[src/rtl/cpu_pkg.sv]
`default_nettype none
// ============================================================================
// Module      : cpu_pkg
// Description : Shared definitions for the accumulator CPU: opcode values,
//               illegal-opcode list, fetch-stage state encoding, default
//               widths and instruction field positions.
// Ports       : none (package)
// Revision    : 1.0 - initial release
// ============================================================================
package cpu_pkg;

  // Default widths
  localparam int PC_W_DEF    = 8;
  localparam int INSTR_W_DEF = 8;

  // Instruction fields: [7:4] opcode, [3:0] operand
  localparam int OPC_LSB = 4;
  localparam int OPC_W   = 4;
  localparam int OPR_LSB = 0;
  localparam int OPR_W   = 4;

  // Opcodes
  localparam logic [OPC_W-1:0] OP_NOP      = 4'b0000;
  localparam logic [OPC_W-1:0] OP_ADD      = 4'b0001;
  localparam logic [OPC_W-1:0] OP_SUB      = 4'b0010;
  localparam logic [OPC_W-1:0] OP_AND      = 4'b0011;
  localparam logic [OPC_W-1:0] OP_OR       = 4'b0100;
  localparam logic [OPC_W-1:0] OP_XOR      = 4'b0101;
  localparam logic [OPC_W-1:0] OP_LDI      = 4'b0110;
  localparam logic [OPC_W-1:0] OP_LD       = 4'b0111;
  localparam logic [OPC_W-1:0] OP_JMP      = 4'b1000;
  localparam logic [OPC_W-1:0] OP_JMPZ_IMM = 4'b1010;
  localparam logic [OPC_W-1:0] OP_JMPZ     = 4'b1011;
  localparam logic [OPC_W-1:0] OP_ST       = 4'b1100;
  localparam logic [OPC_W-1:0] OP_OUT      = 4'b1101;
  localparam logic [OPC_W-1:0] OP_HALT     = 4'b1111;

  // Encodings the controller does not recognise
  localparam int N_ILLEGAL = 2;
  localparam logic [OPC_W-1:0] ILLEGAL_OPS [N_ILLEGAL] = '{4'b1001, 4'b1110};

  // Fetch-stage state encoding
  typedef enum logic [2:0] {
    ST_IDLE   = 3'd0,
    ST_FETCH  = 3'd1,
    ST_DECODE = 3'd2,
    ST_EXEC   = 3'd3,
    ST_HALTED = 3'd4
  } fetch_state_t;

  function automatic logic is_illegal_op(input logic [OPC_W-1:0] op);
    logic hit;
    hit = 1'b0;
    for (int i = 0; i < N_ILLEGAL; i++) begin
      if (op == ILLEGAL_OPS[i]) hit = 1'b1;
    end
    return hit;
  endfunction

endpackage : cpu_pkg
`default_nettype wire

[src/rtl/pc_unit.sv]
`default_nettype none
// ============================================================================
// Module      : pc_unit
// Description : Program counter register with next-PC selection
//               (hold / +1 / register value / zero-extended immediate).
//               LoadPC has priority over IncPC.
// Ports       : i_clk       - clock, rising edge
//               i_rst_n     - asynchronous active-low reset (PC <= RESET_PC)
//               i_en        - update enable (EXEC cycle with LoadIR set)
//               i_load_pc   - load a jump target
//               i_inc_pc    - increment PC (modulo 2^PC_W)
//               i_sel_pc    - 1: immediate target, 0: register target
//               i_operand   - immediate operand
//               i_reg_val   - register-file value used as target
//               o_pc        - current program counter
// Revision    : 1.0 - initial release
// ============================================================================
module pc_unit
  import cpu_pkg::*;
#(
  parameter int              PC_W     = PC_W_DEF,
  parameter logic [PC_W-1:0] RESET_PC = '0
) (
  input  logic             i_clk,
  input  logic             i_rst_n,
  input  logic             i_en,
  input  logic             i_load_pc,
  input  logic             i_inc_pc,
  input  logic             i_sel_pc,
  input  logic [OPR_W-1:0] i_operand,
  input  logic [PC_W-1:0]  i_reg_val,
  output logic [PC_W-1:0]  o_pc
);

  logic [PC_W-1:0] r_pc;
  logic [PC_W-1:0] w_pc_next;
  logic [PC_W-1:0] w_imm;

  assign w_imm = PC_W'(i_operand);

  always_comb begin
    w_pc_next = r_pc;
    if (i_en) begin
      if (i_load_pc) begin
        w_pc_next = i_sel_pc ? w_imm : i_reg_val;
      end else if (i_inc_pc) begin
        // natural wrap from all-ones back to zero
        w_pc_next = r_pc + PC_W'(1);
      end
    end
  end

  always_ff @(posedge i_clk or negedge i_rst_n) begin
    if (!i_rst_n) begin
      r_pc <= RESET_PC;
    end else begin
      r_pc <= w_pc_next;
    end
  end

  assign o_pc = r_pc;

endmodule : pc_unit
`default_nettype wire

[src/rtl/fetch_unit.sv]
`default_nettype none
// ============================================================================
// Module      : fetch_unit
// Description : Instruction-fetch stage. Owns PC and IR, fetches from IMem
//               over a req/ack handshake, presents Opcode/Operand to the
//               controller and applies its registered strobes in EXEC.
// Ports       : Clk         - clock, rising edge
//               reset_n     - asynchronous active-low reset
//               imem_req    - fetch request (FETCH state only)
//               imem_addr   - fetch address (= PC)
//               imem_ack    - IMem data valid
//               imem_rdata  - fetched instruction
//               Opcode      - IR opcode field, NOP while IR not valid
//               Operand     - IR operand field
//               ir_valid    - IR holds an instruction not yet executed
//               LoadIR, IncPC, SelPC, LoadPC - controller strobes
//               RegVal      - register value used as jump target
//               PC          - program counter
//               halted      - core stopped
//               illegal_op  - stop caused by an unrecognised opcode
// Revision    : 1.0 - initial release
// ============================================================================
module fetch_unit
  import cpu_pkg::*;
#(
  parameter int              PC_W     = PC_W_DEF,
  parameter int              INSTR_W  = INSTR_W_DEF,
  parameter logic [PC_W-1:0] RESET_PC = '0
) (
  input  logic               Clk,
  input  logic               reset_n,
  output logic               imem_req,
  output logic [PC_W-1:0]    imem_addr,
  input  logic               imem_ack,
  input  logic [INSTR_W-1:0] imem_rdata,
  output logic [3:0]         Opcode,
  output logic [3:0]         Operand,
  output logic               ir_valid,
  input  logic               LoadIR,
  input  logic               IncPC,
  input  logic               SelPC,
  input  logic               LoadPC,
  input  logic [PC_W-1:0]    RegVal,
  output logic [PC_W-1:0]    PC,
  output logic               halted,
  output logic               illegal_op
);

  fetch_state_t r_state;
  fetch_state_t w_state_next;

  logic [INSTR_W-1:0] r_ir;
  logic               r_ir_valid;
  logic               r_illegal;

  logic               w_ir_load;
  logic               w_ir_clr;
  logic               w_illegal_set;
  logic               w_pc_en;
  logic               w_req;
  logic               w_halted;
  logic [OPC_W-1:0]   w_ir_opc;
  logic [OPR_W-1:0]   w_ir_opr;
  logic [PC_W-1:0]    w_pc;

  assign w_ir_opc = r_ir[OPC_LSB +: OPC_W];
  assign w_ir_opr = r_ir[OPR_LSB +: OPR_W];

  // --------------------------------------------------------------------------
  // State register
  // --------------------------------------------------------------------------
  always_ff @(posedge Clk or negedge reset_n) begin
    if (!reset_n) begin
      r_state <= ST_IDLE;
    end else begin
      r_state <= w_state_next;
    end
  end

  // --------------------------------------------------------------------------
  // Next-state and control decode
  // --------------------------------------------------------------------------
  always_comb begin
    w_state_next  = r_state;
    w_ir_load     = 1'b0;
    w_ir_clr      = 1'b0;
    w_illegal_set = 1'b0;
    w_pc_en       = 1'b0;
    w_req         = 1'b0;
    w_halted      = 1'b0;
    case (r_state)
      ST_IDLE: begin
        w_state_next = ST_FETCH;
      end
      ST_FETCH: begin
        w_req = 1'b1;
        if (imem_ack) begin
          w_ir_load    = 1'b1;
          w_state_next = ST_DECODE;
        end
      end
      ST_DECODE: begin
        // IR is always valid here, so the raw opcode field is used
        if (is_illegal_op(w_ir_opc)) begin
          w_illegal_set = 1'b1;
          w_ir_clr      = 1'b1;
          w_state_next  = ST_HALTED;
        end else begin
          w_state_next = ST_EXEC;
        end
      end
      ST_EXEC: begin
        w_ir_clr = 1'b1;
        if (!LoadIR) begin
          // controller withholds the next fetch: HALT
          w_state_next = ST_HALTED;
        end else begin
          w_pc_en      = 1'b1;
          w_state_next = ST_FETCH;
        end
      end
      ST_HALTED: begin
        w_halted = 1'b1;
      end
      default: begin
        w_state_next = ST_IDLE;
      end
    endcase
  end

  // --------------------------------------------------------------------------
  // Instruction register and status flags
  // --------------------------------------------------------------------------
  always_ff @(posedge Clk or negedge reset_n) begin
    if (!reset_n) begin
      r_ir       <= '0;
      r_ir_valid <= 1'b0;
      r_illegal  <= 1'b0;
    end else begin
      if (w_ir_load) begin
        r_ir       <= imem_rdata;
        r_ir_valid <= 1'b1;
      end else if (w_ir_clr) begin
        r_ir_valid <= 1'b0;
      end
      if (w_illegal_set) begin
        r_illegal <= 1'b1;
      end
    end
  end

  // --------------------------------------------------------------------------
  // Program counter
  // --------------------------------------------------------------------------
  pc_unit #(
    .PC_W     (PC_W),
    .RESET_PC (RESET_PC)
  ) u_pc_unit (
    .i_clk     (Clk),
    .i_rst_n   (reset_n),
    .i_en      (w_pc_en),
    .i_load_pc (LoadPC),
    .i_inc_pc  (IncPC),
    .i_sel_pc  (SelPC),
    .i_operand (w_ir_opr),
    .i_reg_val (RegVal),
    .o_pc      (w_pc)
  );

  // --------------------------------------------------------------------------
  // Outputs
  // --------------------------------------------------------------------------
  // Req decodes from the async-reset state register, so it falls as soon
  // as reset_n is asserted.
  assign imem_req   = w_req;
  assign imem_addr  = w_pc;
  assign PC         = w_pc;
  // Stale controller strobes are harmless: the controller sees NOP here.
  assign Opcode     = r_ir_valid ? w_ir_opc : OP_NOP;
  assign Operand    = w_ir_opr;
  assign ir_valid   = r_ir_valid;
  assign halted     = w_halted;
  assign illegal_op = r_illegal;

endmodule : fetch_unit
`default_nettype wire

[config.mk]
export PLATFORM = sky130hd
export DESIGN_NAME = fetch_unit
export DESIGN_NICKNAME = d
export VERILOG_FILES = /design/src/rtl/cpu_pkg.sv /design/src/rtl/pc_unit.sv /design/src/rtl/fetch_unit.sv
export SDC_FILE = /design/constraint.sdc
export NUM_CORES = 1
export LEC_CHECK = 0
export ABC_CLOCK_PERIOD_IN_PS = 4370
export BUFFER_PORTS_ARGS = -buffer_cell sky130_fd_sc_hd__buf_2
export CAP_MARGIN = 20
export CORE_MARGIN = 2
export CORE_UTILIZATION = 51
export CTS_CLUSTER_SIZE = 12
export DETAILED_ROUTE_END_ITERATION = 12
export HOLD_SLACK_MARGIN = 0.12
export PLACE_DENSITY = 0.83
export SYNTH_ARGS = -nofsm -noshare
export SYNTH_HDL_FRONTEND = slang
export SYNTH_SLANG_ARGS = --single-unit
export TNS_END_PERCENT = 10
[constraint.sdc]
create_clock -name Clk -period 4.37 [get_ports Clk]
set_input_delay 0.6555 -clock Clk [delete_from_list [all_inputs] [get_ports Clk]]
set_output_delay 0.6555 -clock Clk [all_outputs]
set_load 0.01 [all_outputs]
==> key figures <==
Setup path
  – Crit path buffers/inverters: 1
  – CP endpoint kind: primary output
  – Reg2Reg Setup Slack: 2.70 ns
  – Largest delay contributor family on the critical path: flip-flops
  – CP Max Fanout: 10
  – Worst EP arrival: 1.24 ns
  – Critical Path Max Stage Delay: 0.54 ns
  – Worst setup path end: imem_req
  – Critical path startpoint category: flip-flop
  – Critical path class: reg2out
  – Slowest CP cell: dfrtp_1
  – Critical path depth: 2
  – Capturing point of the worst reg2reg path: r_ir[3]
  – WP data required: 3.71 ns
  – Reg2Reg Depth: 3
  – Worst setup path startpoint: r_state[0]
  – R2r startpoint: r_state[0]
  – CP Cell Sequence: nor3b_2 > buf_2

STA
  – Final Hold Viols: 0
  – Worst setup margin: 2.47 ns
  – Clock Skew: 0.00955 ns
  – Final period util: 43.4%
  – Achievable clock frequency: 0.527 GHz
  – Worst Max-Slew Pin Slew: 0.462 ns
  – Setup_tns: 0 ns
  – Worst slew margin: 69.2%
  – Final setup vio count: 0
  – Post-layout min period: 1.90 ns
  – Final Max Slew Viols: 0
  – RSZ-0062 raised after global routing: no

Min path
  – HP Class: in2async

Power and ir drop
  – Max IR drop VDD: 412 µV
  – Lkg Pwr: 0.732 nW
  – PD cells: 608 nW/µm²

Clocking
  – H-tree lvl count: 1
  – Clk sink count: 21
  – Num CTS Buffers: 3
  – Post-CTS setup buffer count: 0
  – Root buffer cell: clkbuf_4
  – Clk pin slew, worst setup/hold paths: 0.12 ns
  – PostCTS Resize Cnt: 0
  – Clk buf depth: 2
  – Clock Latency Late Sink: 0.30 ns
  – TritonCTS clock tree: built
  – # hold bufs at CTS: 0

Layout
  – Most common cell after layout, fill and taps aside: buf_2
  – Nets: 186
  – Commonest cells after routing, fill and taps aside: buf_2 (50), dfrtp_1 (21), mux2_2 (8)
  – Ant. Diodes: 0
  – Final-layout fill cell count: 201
  – Share of cells above drive strength 1: 41.0%
  – Area growth from synthesis to layout: 16.0%

Placed design
  – RePlAce Congestion: 0.874
  – Port Buffer Count: 50
  – Hpwl dp: 2.05 mm
  – Dpl ws: 2.68 ns

Logic synthesis
  – Synth Instances: 123
  – Synth unique cells: 39
  – EDFF count, synth: 0
  – Post-synthesis cell area: 1250 µm²
  – Yosys warning total: 0
  – Post-Syn Nets: 147
  – Asr flop ratio synth: 100%
  – Seq cells post-synth: 21
  – Mean Syn Cell Area: 10.2 µm²
  – Post-synthesis sequential area ratio: 41.9%
  – Main synth FF type: dfrtp_1

GRT
  – Initial antenna violation count: 0
  – Vias in the first global route: 905
  – Largest net degree at the start of global routing: 22
  – GRT Total Usage: 19.6%
  – Overflow left after global routing: 0
  – First-pass GRT wire length: 4.04 mm

Route
  – Drt initial violations: 18
  – Routed vias/inst: 5.57
  – Number of remaining DRC errors: 0
  – Final ANT Viol Nets: 0
  – Total wire length: 2.60 mm
  – TritonRoute pass-1 iters: 4
  – Vias: 1053
  – WL per Instance: 13.7 µm

Status
  – Status: complete, no violations

Floorplanning
  – Die ar.: 2870 µm²
  – I/O pin count: 51
  – Die Wd: 53.6 µm
  – Core footprint: 2280 µm²
  – Rows: 17
  – Die H: 53.6 µm
  – Starting Density: 55.1%

Flow run
  – Max-cap violations: 0
## flip-flops by register name, indices dropped and copies added (netlist names)
register	flops
r_ir	8
u_pc_unit.o_pc	8
r_state	3
illegal_op	1
ir_valid	1
## area by class of cell
type | instances | area, µm² | area share, %
Multi-Input combinational cell | 81 | 598 | 41.1
Inverter | 5 | 18.8 | 1.29
Clock buffer | 4 | 26.3 | 1.81
Tap cell | 28 | 35.0 | 2.41
Sequential cell | 21 | 526 | 36.1
Timing Repair Buffer | 50 | 250 | 17.2
## cell usage after synthesis, types with 3 or more instances
library cell	count	share of area, %
nor3b_1	4	2.4
nand3_1	3	1.2
mux2_2	8	7.2
mux2i_1	4	3.2
nor2_1	5	1.5
inv_1	5	1.5
and2_1	5	2.5
dfrtp_1	21	42
a211oi_1	3	1.8
and3_1	3	1.5
nand2_1	7	2.1
o21ai_0	3	1.2
buf_4	13	7.8
a21oi_1	6	2.4
o21ai_1	3	1.2
## logic make-up (layout without fill, tap and decap cells)
group           after synthesis  count (layout)  synth area share [%]
simple gates                 43              43                  22.1
compound gates               23              23                  12.5
flops                        21              21                  41.9
buf+inv                      21              59                  10.4
mux                          14              14                  12.2
fa+ha+maj                     1               1                 0.998
## metal layers
layer | GRT usage [%] | vias to the layer above | share of wire, %
li1 | - | 514 | -
met1 | 25.3 | 501 | 43
met2 | 32.7 | 36 | 51
met3 | 3.33 | 2 | 5.9
met4 | 7.69 | 0 | 0.65
met5 | 0 | - | 0
## power breakdown
group | leakage (nW) | switching (mW) | total [mW] | internal [mW]
sequential | 0.251 | 0.103 | 0.382 | 0.279
clock | 0.0150 | 0.0578 | 0.0934 | 0.0355
combinational | 0.466 | 0.196 | 0.408 | 0.213
total | 0.732 | 0.357 | 0.883 | 0.527
## worst min path at each step
stage / endpoint / slack (ns) / cells after the start
finish: u_pc_unit.o_pc[7] / 0.28 / 1
CTS: u_pc_unit.o_pc[4] / 0.30 / 1
global placement: illegal_op / 0.44 / 1
global route: u_pc_unit.o_pc[7] / 0.32 / 1
floorplan: illegal_op / 0.36 / 0
detailed placement: illegal_op / 0.45 / 1
## through the flow
step	total power [mW]	std cells	utilization (%)	hold slack (ns)	cell area, µm²
2_1_floorplan	0.697	123	-	0.360	1250
3_3_place_gp	0.781	185	62.7	0.443	1430
3_5_place_dp	0.801	185	62.7	0.453	1430
4_1_cts	0.895	189	63.9	0.303	1450
5_1_grt	0.951	189	63.9	0.325	1450
6_report	0.883	189	63.9	0.283	1450
Note: power is estimated with default switching activity, not from simulation.
